==> src/rtl/uart_pkg.sv <==
// uart_pkg: shared types and constants for the UART serial blocks.
//   rx_state_t  - receiver frame state
//   OS_RATIO    - fixed oversample ratio (16 samples per bit)
//   VOTE_IDX_*  - sample indices used for the mid-bit majority vote
//   baud_div()  - rounded clock divider for a given clock, baud and ratio
//   maj3()      - two-of-three majority
package uart_pkg;

    typedef enum logic [1:0] {
        IDLE,
        START,
        DATA,
        STOP
    } rx_state_t;

    localparam int unsigned OS_RATIO   = 16;
    localparam logic [3:0]  VOTE_IDX_A = 4'd7;
    localparam logic [3:0]  VOTE_IDX_B = 4'd8;
    localparam logic [3:0]  VOTE_IDX_C = 4'd9;
    localparam logic [3:0]  SAMP_LAST  = 4'd15;

    // round(clk_hz / (baud * os))
    function automatic int unsigned baud_div(input int unsigned clk_hz,
                                             input int unsigned baud,
                                             input int unsigned os);
        return (clk_hz + (baud * os) / 2) / (baud * os);
    endfunction

    function automatic logic maj3(input logic a, input logic b, input logic c);
        return (a & b) | (a & c) | (b & c);
    endfunction

endpackage

==> src/rtl/uart_baud_tick.sv <==
// uart_baud_tick: free-running divider producing one-cycle sample ticks.
//   sys_clk - clock
//   rst     - synchronous active-high reset
//   clr     - synchronous restart; first tick follows DIV cycles later
//   tick    - one-cycle pulse every DIV cycles
module uart_baud_tick #(
    parameter int unsigned DIV = 4
) (
    input  logic sys_clk,
    input  logic rst,
    input  logic clr,
    output logic tick
);

    if (DIV < 2) begin : g_bad_div
        $error("uart_baud_tick: DIV must be at least 2");
    end

    localparam int unsigned W = (DIV > 2) ? $clog2(DIV) : 1;
    localparam logic [W-1:0] LAST = W'(DIV - 1);

    logic [W-1:0] cnt_q;

    always_ff @(posedge sys_clk) begin
        if (rst || clr || tick) begin
            cnt_q <= '0;
        end else begin
            cnt_q <= cnt_q + W'(1);
        end
    end

    always_comb begin
        tick = (cnt_q == LAST);
    end

endmodule

==> src/rtl/uart_rx_oversample.sv <==
// uart_rx_oversample: 16x oversampling 8N1 receiver with majority vote,
// false-start rejection and framing-error reporting.
//   sys_clk   - clock
//   rst       - synchronous active-high reset
//   uart_rxd  - asynchronous RX pin, idle high
//   uart_data - last correctly framed byte (LSB first on the wire)
//   uart_done - one-cycle pulse, uart_data valid on and after it
//   frame_err - one-cycle pulse when the stop bit votes low
//   busy      - high whenever a frame is in progress
module uart_rx_oversample
    import uart_pkg::*;
#(
    parameter int unsigned CLK_HZ = 100_000_000,
    parameter int unsigned BAUD   = 115200,
    parameter int unsigned OS     = 16
) (
    input  logic       sys_clk,
    input  logic       rst,
    input  logic       uart_rxd,
    output logic [7:0] uart_data,
    output logic       uart_done,
    output logic       frame_err,
    output logic       busy
);

    localparam int unsigned DIV = baud_div(CLK_HZ, BAUD, OS);

    if (OS != OS_RATIO) begin : g_bad_os
        $error("uart_rx_oversample: OS must be 16");
    end

    // Synchronizer plus previous-sample register for edge detection.
    logic rx_meta_q;
    logic rxs_q;
    logic rxs_prev_q;

    always_ff @(posedge sys_clk) begin
        if (rst) begin
            rx_meta_q  <= 1'b1;
            rxs_q      <= 1'b1;
            rxs_prev_q <= 1'b1;
        end else begin
            rx_meta_q  <= uart_rxd;
            rxs_q      <= rx_meta_q;
            rxs_prev_q <= rxs_q;
        end
    end

    rx_state_t  state_q;
    logic [3:0] scnt_q;
    logic [2:0] bit_q;
    logic [7:0] shift_q;
    logic [2:0] samp_q;
    logic [7:0] data_q;
    logic       done_q;
    logic       ferr_q;

    logic fall_d;
    logic clr_d;
    logic tick;
    logic vote_bnd_d;
    logic vote_mid_d;

    always_comb begin
        fall_d     = rxs_prev_q & ~rxs_q;
        clr_d      = (state_q == IDLE) && fall_d;
        vote_bnd_d = maj3(samp_q[0], samp_q[1], samp_q[2]);
        // The stop decision is taken on the third vote tick itself, so the
        // live sample stands in for the not-yet-registered third vote.
        vote_mid_d = maj3(samp_q[0], samp_q[1], rxs_q);
    end

    uart_baud_tick #(
        .DIV(DIV)
    ) u_tick (
        .sys_clk(sys_clk),
        .rst    (rst),
        .clr    (clr_d),
        .tick   (tick)
    );

    always_ff @(posedge sys_clk) begin
        if (rst) begin
            state_q <= IDLE;
            scnt_q  <= '0;
            bit_q   <= '0;
            shift_q <= '0;
            samp_q  <= '0;
            data_q  <= '0;
            done_q  <= 1'b0;
            ferr_q  <= 1'b0;
        end else begin
            done_q <= 1'b0;
            ferr_q <= 1'b0;
            if (state_q == IDLE) begin
                if (fall_d) begin
                    state_q <= START;
                    scnt_q  <= '0;
                    bit_q   <= '0;
                    samp_q  <= '0;
                end
            end else if (tick) begin
                scnt_q <= scnt_q + 4'd1;
                if (scnt_q == VOTE_IDX_A) samp_q[0] <= rxs_q;
                if (scnt_q == VOTE_IDX_B) samp_q[1] <= rxs_q;
                if (scnt_q == VOTE_IDX_C) samp_q[2] <= rxs_q;

                if (scnt_q == SAMP_LAST) begin
                    samp_q <= '0;
                    if (state_q == START) begin
                        if (vote_bnd_d) begin
                            state_q <= IDLE;
                        end else begin
                            state_q <= DATA;
                            bit_q   <= '0;
                        end
                    end else if (state_q == DATA) begin
                        shift_q <= {vote_bnd_d, shift_q[7:1]};
                        if (bit_q == 3'd7) begin
                            state_q <= STOP;
                        end else begin
                            bit_q <= bit_q + 3'd1;
                        end
                    end
                end

                // Mid-stop decision leaves half a bit to catch a
                // back-to-back start edge while already IDLE.
                if ((state_q == STOP) && (scnt_q == VOTE_IDX_C)) begin
                    state_q <= IDLE;
                    if (vote_mid_d) begin
                        data_q <= shift_q;
                        done_q <= 1'b1;
                    end else begin
                        ferr_q <= 1'b1;
                    end
                end
            end
        end
    end

    always_comb begin
        uart_data = data_q;
        uart_done = done_q;
        frame_err = ferr_q;
        busy      = (state_q != IDLE);
    end

endmodule

==> config.mk <==
export PLATFORM = sky130hd
export DESIGN_NAME = uart_rx_oversample
export DESIGN_NICKNAME = d
export VERILOG_FILES = /design/src/rtl/uart_pkg.sv /design/src/rtl/uart_baud_tick.sv /design/src/rtl/uart_rx_oversample.sv
export SDC_FILE = /design/constraint.sdc
export NUM_CORES = 1
export LEC_CHECK = 0
export BUFFER_PORTS_ARGS = -buffer_cell sky130_fd_sc_hd__clkbuf_2
export CAP_MARGIN = 20
export CORE_ASPECT_RATIO = 1.75
export CORE_MARGIN = 1
export CORE_UTILIZATION = 40
export DETAILED_ROUTE_END_ITERATION = 7
export GPL_ROUTABILITY_DRIVEN = 0
export SLEW_MARGIN = 20
export SYNTH_ARGS = -nofsm -noshare
export SYNTH_HDL_FRONTEND = slang
export SYNTH_SLANG_ARGS = --single-unit
export TNS_END_PERCENT = 20
==> constraint.sdc <==
create_clock -name sys_clk -period 3.3 [get_ports sys_clk]
set_clock_uncertainty 0.05 [all_clocks]
set_input_delay 0.33 -clock sys_clk [delete_from_list [all_inputs] [get_ports sys_clk]]
set_output_delay 0.33 -clock sys_clk [all_outputs]
set_load 0.02 [all_outputs]
# Yosys cells after proc, flatten, opt, wreduce, memory -nomap -nowiden
# Cells that the tools add are included.
dict set report classes {
  n_addsub 3
  eq_ne 12
  n_mux 28
  n_bitwise 15
  reduce_logical 24
}
# op count
set op_table {}
lappend op_table {{two-way mux 3 bit} 11}
lappend op_table {{two-way mux 2 bit} 9}
lappend op_table {{nonzero test 3 bit} 5}
lappend op_table {{== test 4 bit (second input constant)} 3}
lappend op_table {{two-way mux 4 bit} 3}
lappend op_table {{AND reduction 5 bit} 2}
lappend op_table {{AND reduction 3 bit} 3}
lappend op_table {{nonzero test 4 bit} 2}
lappend op_table {{adder 6 x 1 -> 6 bit (second input constant)} 1}
lappend op_table {{AND 1 bit} 6}
lappend op_table {{== test 6 bit (second input constant)} 1}
lappend op_table {{inequality test 3 bit (second input constant)} 2}
lappend op_table {{AND reduction 6 bit} 1}
lappend op_table {{nonzero test 2 bit} 3}
lappend op_table {{two-way mux 1 bit} 5}
lappend op_table {{NOT 1 bit} 5}
lappend op_table {{adder 4 x 1 -> 4 bit (second input constant)} 1}
lappend op_table {{== test 2 bit (second input constant)} 2}
lappend op_table {{== test 4 x 3 -> 1 bit (second input constant)} 1}
lappend op_table {{OR 1 bit} 4}
lappend op_table {{AND reduction 4 bit} 1}
lappend op_table {{OR reduction 4 bit} 1}
lappend op_table {{adder 3 x 1 -> 3 bit (second input constant)} 1}
lappend op_table {{== test 3 bit (second input constant)} 1}
lappend op_table {{6 further kinds} 8}
dict set report word_totals {
  regBits 39
  in_bits 3
  out_inout_bits 11
  word_cells 96
}

# Logic depth before layout (Yosys ltp)
# Gate-level depths: netlist (run 1).
dict set report logic_depth {
  depth_word 9
  ltp_mapped 8
  mapped_depth_nobuf 6
}

# Modules after synthesis
# From an unflattened synthesis (run 1), not the netlist that was laid out.
dict set report unflattened {
  hier_cells 174
  hier_area_um2 1705.4
}
# module n_inst cells_per_inst area_per_inst_um2 seq_area_each_um2
set modules_own_cells {}
lappend modules_own_cells {uart_rx_oversample 1 146 1447.6 660.6}
lappend modules_own_cells {uart_baud_tick 1 28 257.7 120.1}

# Worst setup path after synthesis (run 1)
# No wires, ideal clock.
dict set report synth_timing {
  path_type {flip-flop to flip-flop}
  start {register scnt_q[0]}
  end {register samp_q[2]}
  setup_ns 0.069
  arrival_ns 1.436
  required_time_ns 3.181
  path_slack_ns 1.745
  stages_incl_launch_ff 6
  n_path_buf 1
  period_less_slack_ns 1.555
  path_cell_list {dfxtp_1 > ha_1 > and3_1 > buf_6 > or4_1 > o21ai_1}
}
dict set report synth_via {
  elab_chain_cells 4
  elab_cells_between_ends 7
  cone_classes {eq/ne: 2; mux: 3; reduce/logical: 2}
}
# element line
set synth_rtl {}
lappend synth_rtl {{start, declared} uart_rx_oversample.sv:50} ;# logic [3:0] scnt_q;
lappend synth_rtl {{start signal, assigned} uart_rx_oversample.sv:103} ;# scnt_q <= scnt_q + 4'd1;
lappend synth_rtl {{== test 4 bit} uart_rx_oversample.sv:108} ;# if (scnt_q == SAMP_LAST) begin
lappend synth_rtl {{two-way mux 3 bit} uart_rx_oversample.sv:108}
lappend synth_rtl {{two-way mux 3 bit} uart_rx_oversample.sv:102} ;# end else if (tick) begin
lappend synth_rtl {{two-way mux 3 bit} uart_rx_oversample.sv:95} ;# if (state_q == IDLE) begin
lappend synth_rtl {{end signal, assigned} uart_rx_oversample.sv:106} ;# if (scnt_q == VOTE_IDX_C) samp_q[2] <= rxs_q;
lappend synth_rtl {{end, declared} uart_rx_oversample.sv:53} ;# logic [2:0] samp_q;
# Parallel ways exist; a longest one is shown, timed or not. The select of a mux whose other input is x is not followed.
# A chain may end at the register's enable or synchronous reset.

# Worst setup path after layout (run 1)
dict set report layout_timing {
  start {register u_tick.cnt_q[0]}
  end {register samp_q[1]}
}
dict set report layout_via {
  elab_chain_cells 3
}
# element line
set layout_rtl {}
lappend layout_rtl {{start, declared} uart_baud_tick.sv:22} ;# logic [W-1:0] cnt_q;
lappend layout_rtl {{start signal, assigned} uart_baud_tick.sv:28} ;# cnt_q <= cnt_q + W'(1);
lappend layout_rtl {{== test 6 bit} uart_baud_tick.sv:33} ;# tick = (cnt_q == LAST);
lappend layout_rtl {{nonzero test 2 bit (no source line)} --}
lappend layout_rtl {{AND reduction 3 bit (no source line)} --}
lappend layout_rtl {{end signal, assigned} uart_rx_oversample.sv:105} ;# if (scnt_q == VOTE_IDX_B) samp_q[1] <= rxs_q;
# Every way passes these cells.

==> impl_results.rst, run 1 <==
.. list-table::
   :header-rows: 1

   * - Metric
     - Value
   * - Run status
     - finished clean
   * - Critical Path Max Stage Delay
     - 0.43 ns
   * - Number of design rule violations left after detail routing
     - 0
   * - Clock-pin slew on the worst setup and hold paths
     - around 0.070 ns
   * - Cell family with the largest share of critical-path delay
     - simple AND/OR/NAND/NOR gates
   * - Final cell area excluding filler cells
     - 0.00201 sq mm
   * - Via-per-instance ratio
     - between 5 and 6
   * - Port bufs
     - 13
   * - Routed wire length per instance
     - about 15 microns
   * - CP Buf/Inv Count
     - 0
   * - Die outline height
     - about 93 microns
   * - Crit path DAT
     - 2.05 ns
   * - Area of all sequential standard cells
     - 781 sq um
   * - Total Nets Final
     - 213
   * - Area Growth Syn to Fin
     - 6.36%
   * - Met2 routing resource usage after global routing
     - 31.5%
   * - Setup crit start kind
     - flop
   * - Count of synthesis-stage warnings from yosys
     - 0
   * - TritonCTS buffer count
     - 5
   * - Number of flops mapped to enable cells by yosys
     - 0
   * - Largest driver fanout on the critical path
     - 12
   * - Count of endpoints failing hold in the final timing report
     - 0
   * - Total congestion overflow
     - 0
   * - Portion of the post-synthesis area used by sequential elements
     - 41.3%
   * - Global-route track usage on met1
     - 16.6%
   * - Most utilized layer in the global route result
     - met2
   * - Final setup vio count
     - 0
   * - Number of hold buffers added after cts
     - 0
   * - Most frequent standard cell in the layout excluding fill and tap cells
     - dfxtp_1
   * - WHS
     - 0.169 ns
   * - Total vias in the final route
     - 1,381
   * - Number of buffers inserted by post-CTS setup repair
     - 0
   * - Total Neg Setup Slack
     - 0 ns
   * - Pin count of the biggest net entering global routing
     - 36
   * - Detailed router's first-iteration violation count
     - between 50 and 60
   * - Post-route clock period utilization
     - 59.2%
   * - Slowest cell on the critical path
     - and4b_1
   * - Source-to-sink clock delay at the later pin of the worst-skew pair
     - between 0.2 and 0.3 ns
   * - Post-Synthesis Mean Instance Area
     - a little under 10 sq um
   * - Clock net sink count
     - 39
   * - Filler Cells Inserted
     - 468
   * - Final Worst Setup Slack
     - roughly 1.3 ns
   * - ANT cells
     - 0
   * - CORE AREA
     - between 0.004 and 0.005 sq mm
   * - DPL Wire Length
     - 2690 microns
   * - Leakage dissipation
     - 0.838 nW
   * - Number of placed I/O pins
     - 14
   * - Cells along the critical path
     - ha_1 > and4b_1 > nand2_1 > o31ai_1 > a211oi_2
   * - Starting Density
     - 42.1%
   * - Detailed-route wire length
     - between 3000 and 4000 microns
   * - Crit path capture type
     - flop
   * - Most instantiated flip-flop cell in the synthesis netlist
     - dfxtp_1
   * - Die W
     - 54.0 microns
   * - Number of gates resized after CTS
     - 0
   * - RSZ-0062 raised after global routing
     - no
   * - Final max-slew violation count
     - 0
   * - Total die area
     - 0.00501 sq mm
   * - Clock H-tree levels
     - 2
   * - Remaining number of nets flagged by the antenna check after routing
     - 0
   * - Antenna violations before repair
     - 0
   * - Layout cells sized above 1
     - 18.7%
   * - Yosys reg bits
     - 39
   * - Share of synthesized flip-flops with an asynchronous set or reset
     - 0%
   * - Total power divided by cell area
     - 419 mW/mm^2
   * - Detailed Routing Iterations Pass 1
     - 4
   * - Cell Rows
     - 32
   * - Min-Delay Path Class
     - primary input to flop
   * - Global-route wire length before repair
     - 6200 microns
   * - Fmax
     - 511 MHz
   * - Relative slew slack
     - 48.7%
   * - Synthesized cell area
     - 0.00189 sq mm
   * - Most frequent cells in the layout
     - 39 x dfxtp_1, 16 x nor2_1, 14 x nand3_1
   * - Transition time at the pin with the least slew margin
     - between 0.7 and 0.8 ns
   * - Number of distinct library cells after synthesis
     - 53
   * - TritonCTS clock tree
     - built
   * - Cells after Synth
     - between 150 and 200
   * - Clock Path Buffers
     - 2
   * - Root buffer selected by CTS
     - clkbuf_8
   * - Max-cap violations
     - 0
   * - Final period demand of the worst path
     - 1.96 ns
   * - Critical path required time
     - about 3.4 ns
   * - VDD IR-drop max
     - 0.204 mV
   * - Area taken by multi-input logic gates
     - approximately 990 sq um
   * - Placed cell areas
     - 0.00192 sq mm
   * - Via count of the first global-routing pass
     - 1,360
   * - Nets in the synthesized netlist
     - 205
   * - Met3 Resource Use GR
     - under 10%
   * - Type of the worst setup path
     - flop to flop
   * - Combined global-route utilization of all metal layers
     - 17.2%
   * - Minimum setup slack after placement
     - between 1 and 1.5 ns
synth_stat cells, types with 2 or more instances:
library cell  instances  area share, %
dfxtp_1              39             41
nor2_1               16            3.2
nand3_1              14            3.7
a21oi_1              12            3.2
nand2_1              12            2.4
o21ai_0              12            3.2
mux2i_1              11            5.8
ha_1                  7            4.6
inv_1                 6            1.2
buf_6                 5            3.0
nand2b_1              4            1.3
buf_4                 3            1.2
o2bb2ai_1             3            1.4
or2_2                 3           0.99
xor2_1                3            1.4
a41oi_1               2           0.93
buf_2                 2           0.53
maj3_1                2            1.1
nand4_1               2           0.66
nor2b_1               2           0.66
nor3_1                2           0.53
xnor2_1               2           0.93
kinds of logic (layout without fill, tap and decap cells):
| logic type | count (synthesis) | in the layout | synth area share (%) |
|---|---|---|---|
| compound gates | 40 | 40 | 14.6 |
| buf+inv | 19 | 27 | 6.49 |
| mux | 11 | 11 | 5.83 |
| xor+xnor | 5 | 5 | 2.32 |
| fa+ha+maj | 9 | 9 | 5.70 |
| simple gates | 72 | 72 | 23.7 |
| flops | 39 | 39 | 41.3 |
stage by stage:
step,cells,util (%),total power [mW]
detailed placement,247,42.9,0.534
CTS,254,44.8,0.857
global placement,247,42.9,0.533
finish,254,44.8,0.842
floorplan,195,-,0.523
global route,254,44.8,0.881
report_power, final:
part           switching, mW  internal [mW]  total (mW)
clock                  0.156          0.164       0.320
combinational         0.0244         0.0142      0.0385
sequential           0.00729          0.476       0.484
total                  0.188          0.654       0.842
registers in the layout, summed over array words and instances (netlist names):
signal and cells:
u_tick.cnt_q 6, state_q 2, rxs_prev_q 1, uart_done 1
bit_q 3, uart_data 8, samp_q 3, rx_meta_q 1
frame_err 1, scnt_q 4, shift_q 8, rxs_q 1
layer usage:
metal  part of all wire, %  routed length, microns
met1                    40                    1500
met2                    54                    2010
met3                   2.8                     103
met4                   2.8                     104
met5                     0                       0
worst paths after layout:
path	cells past startpoint	slack (ns)	endpoint	from
worst max-delay path	5	1.34	samp_q[1]	u_tick.cnt_q[0]
worst min register to register	1	0.36	rxs_q	rx_meta_q
worst max register to register	5	1.34	samp_q[1]	u_tick.cnt_q[0]
worst min-delay path	2	0.17	rx_meta_q	uart_rxd
area by class of cell:
type | instances | area share, %
repair buffers | 13 | 3.24
multi-input cells | 137 | 49.1
clock inverters | 1 | 0.249
inverters | 7 | 1.31
well taps | 51 | 3.18
clock buffers | 6 | 4.11
flip-flops and latches | 39 | 38.9
(Power assumes the default switching activity.)
==> inputs of run 2 (changes only) <==
- clock period: 3.3 -> 1.9 ns (I/O delays scaled with it)
==> run 2 against run 1 <==
Compared with the run above:
- non-clock buffer count up 8
- routed wire length grew 1.7%
- clock power is 74% higher
- final cell count grew 3.5%
- utilization grew 1.4 points
- design area increased by 3.1%
==> impl_results.rst, run 2 (synthesis results as in run 1) <==
.. list-table::
   :header-rows: 1

   * - Metric
     - Value
   * - Finished Core Util
     - 46.2% (+1.4 points)
   * - Transition time at the pin with the least slew margin
     - 0.436 ns (-0.333 ns)
   * - Worst hold path cell count
     - 2 (unchanged)
   * - Clock-pin slew on the worst setup and hold paths
     - 0.08 ns (about the same)
   * - Total vias in the final route
     - 1,411 (+2.2%)
   * - Max-cap violations
     - 0 (unchanged)
   * - Cell Rows
     - 32 (unchanged)
   * - Detailed Routing Iterations Pass 1
     - 4 (unchanged)
   * - Remaining number of nets flagged by the antenna check after routing
     - 0 (unchanged)
   * - Via count of the first global-routing pass
     - 1,425 (+4.8%)
   * - VDD IR-drop max
     - 0.468 mV (+130%)
   * - Total congestion overflow
     - 0 (unchanged)
   * - Die outline height
     - 92.9 microns (unchanged)
   * - Clock net sink count
     - 39 (unchanged)
   * - Crit path capture type
     - flop
   * - TritonCTS buffer count
     - 5 (unchanged)
   * - Leakage dissipation
     - 0.872 nW (+4.0%)
   * - Relative slew slack
     - 70.9% (+22 points)
   * - End of the worst hold path
     - rx_meta_q
   * - Clock H-tree levels
     - 2 (unchanged)
   * - Run status
     - finished clean
   * - Total power divided by cell area
     - 710 mW/mm^2 (+69%)
   * - Number of hold buffers added after cts
     - 0 (unchanged)
   * - Source-to-sink clock delay at the later pin of the worst-skew pair
     - 0.30 ns (about the same)
   * - Root buffer selected by CTS
     - clkbuf_8
   * - TritonCTS clock tree
     - built
   * - Worst reg2reg startpoint
     - u_tick.cnt_q[1]
   * - Final cell area excluding filler cells
     - 0.00207 sq mm (+3.1%)
   * - Antenna violations before repair
     - 0 (unchanged)
   * - Final setup vio count
     - 0 (unchanged)
   * - Post-route clock period utilization
     - 90.9% (+32 points)
   * - Starting Density
     - 42.1% (unchanged)
   * - Area Growth Syn to Fin
     - 9.60%
   * - Non-filler cells in the finished layout
     - 263 (+3.5%)
   * - Setup crit start kind
     - flop
   * - Final max-slew violation count
     - 0 (unchanged)
   * - Number of gates resized after CTS
     - 0 (unchanged)
   * - Min-Delay Path Class
     - primary input to flop
   * - Filler Cells Inserted
     - 439 (-6.2%)
   * - Number of placed I/O pins
     - 14 (unchanged)
   * - Via-per-instance ratio
     - 5.37 (-1.3%)
   * - Type of the worst setup path
     - flop to flop
   * - DPL Wire Length
     - 2790 microns (+3.7%)
   * - Worst reg2reg path endpoint
     - state_q[0]
   * - Critical path required time
     - 2.09 ns (-1.30 ns)
   * - Crit path DAT
     - 1.92 ns (-0.13 ns)
   * - Count of endpoints failing hold in the final timing report
     - 0 (unchanged)
   * - Minimum setup slack after placement
     - 0.180 ns (-1.18 ns)
   * - Most frequent standard cell in the layout excluding fill and tap cells
     - dfxtp_1
   * - Min-Delay Startpoint
     - uart_rxd
   * - Total die area
     - 0.00501 sq mm (unchanged)
   * - Layout cells sized above 1
     - 22.2% (+3.5 points)
   * - Die W
     - 54.0 microns (unchanged)
   * - Minimum setup slack among reg-to-reg paths
     - 0.17 ns (-1.17 ns)
   * - Number of design rule violations left after detail routing
     - 0 (unchanged)
   * - Most frequent cells in the layout
     - 39 x dfxtp_1, 16 x nor2_1, 14 x nand3_1
   * - Inst Count DP
     - 255 (+3.2%)
   * - Port bufs
     - 13 (unchanged)
   * - Final Worst Setup Slack
     - 0.172 ns (-1.17 ns)
   * - Placed cell areas
     - 0.00198 sq mm (+3.1%)
   * - RSZ-0062 raised after global routing
     - no
   * - Fmax
     - 579 MHz (+13%)
   * - Final period demand of the worst path
     - 1.73 ns (-0.227 ns)
   * - Global-route wire length before repair
     - 6530 microns (+5.2%)
   * - Number of buffers inserted by post-CTS setup repair
     - 0 (unchanged)
   * - Total Nets Final
     - 221 (+3.8%)
   * - Detailed router's first-iteration violation count
     - 37 (-29%)
   * - Largest driver fanout on the critical path
     - 6 (-6)
   * - Detailed-route wire length
     - 3780 microns (+1.7%)
   * - Pin count of the biggest net entering global routing
     - 25 (-31%)
   * - ANT cells
     - 0 (unchanged)
   * - Number of cells on the worst reg-to-reg path
     - 7 (+2)
   * - Routed wire length per instance
     - 14.4 microns (-1.7%)
   * - Combined global-route utilization of all metal layers
     - 18.3% (+1.1 points)
   * - Total Neg Setup Slack
     - 0 ns (unchanged)
   * - Clock Path Buffers
     - 2 (unchanged)
   * - CORE AREA
     - 0.00448 sq mm (unchanged)
run 2: cell types whose count changed in the layout (fill, tap and decap cells not counted):
cell and change:
clkinvlp_4 +2, clkbuf_8 -1, buf_4 +8
run 2: how the worst max path moves through the flow:
| stage | from | end | slack, ns |
|---|---|---|---|
| 2_1_floorplan | scnt_q[0] | samp_q[2] | 0.35 |
| 3_3_place_gp | scnt_q[0] | uart_data[7] | 0.19 |
| 3_5_place_dp | u_tick.cnt_q[0] | samp_q[1] | 0.18 |
| 4_1_cts | u_tick.cnt_q[1] | state_q[0] | 0.16 |
| 5_1_grt | scnt_q[0] | uart_data[0] | 0.02 |
| 6_report | u_tick.cnt_q[1] | state_q[0] | 0.17 |
run 2: layout make-up:
cell class	count	area, sq um	area share [%]
clock inverter	3	20.0	0.967
clock buffer	5	68.8	3.32
timing repair buffer	21	125	6.04
multi-input combinational	137	986	47.6
tap	51	63.8	3.08
inverter	7	26.3	1.27
sequential	39	781	37.7
run 2: critical path: stages, from the launching register on:
cell     delay, ns
dfxtp_1       0.36
inv_1         0.05
ha_1          0.16
and4b_1       0.29
buf_4         0.18
a31o_4        0.26
a41oi_2       0.19
o21a_1        0.13
run 2: through the flow:
| step | power (mW) | hold WS, ns |
|---|---|---|
| 6_report | 1.47 | 0.0240 |
| 5_1_grt | 1.55 | 0.0296 |
| 4_1_cts | 1.49 | 0.0195 |
| 3_5_place_dp | 0.933 | 0.326 |
| 3_3_place_gp | 0.933 | 0.322 |
| 2_1_floorplan | 0.909 | 0.244 |
run 2: power breakdown:
group	total, mW	internal (mW)	leakage, nW	switching (mW)
logic	0.0751	0.0294	0.516	0.0456
clock network	0.558	0.255	0.0402	0.303
registers	0.838	0.827	0.315	0.0106
total	1.47	1.11	0.872	0.359
run 2: routing by layer:
metal,global-route usage [%],vias to the layer above,wire length [microns]
li1,-,714,-
met1,17.8,658,1480
met2,31.4,27,2030
met3,4.43,12,97
met4,12.9,0,178
met5,0,-,0
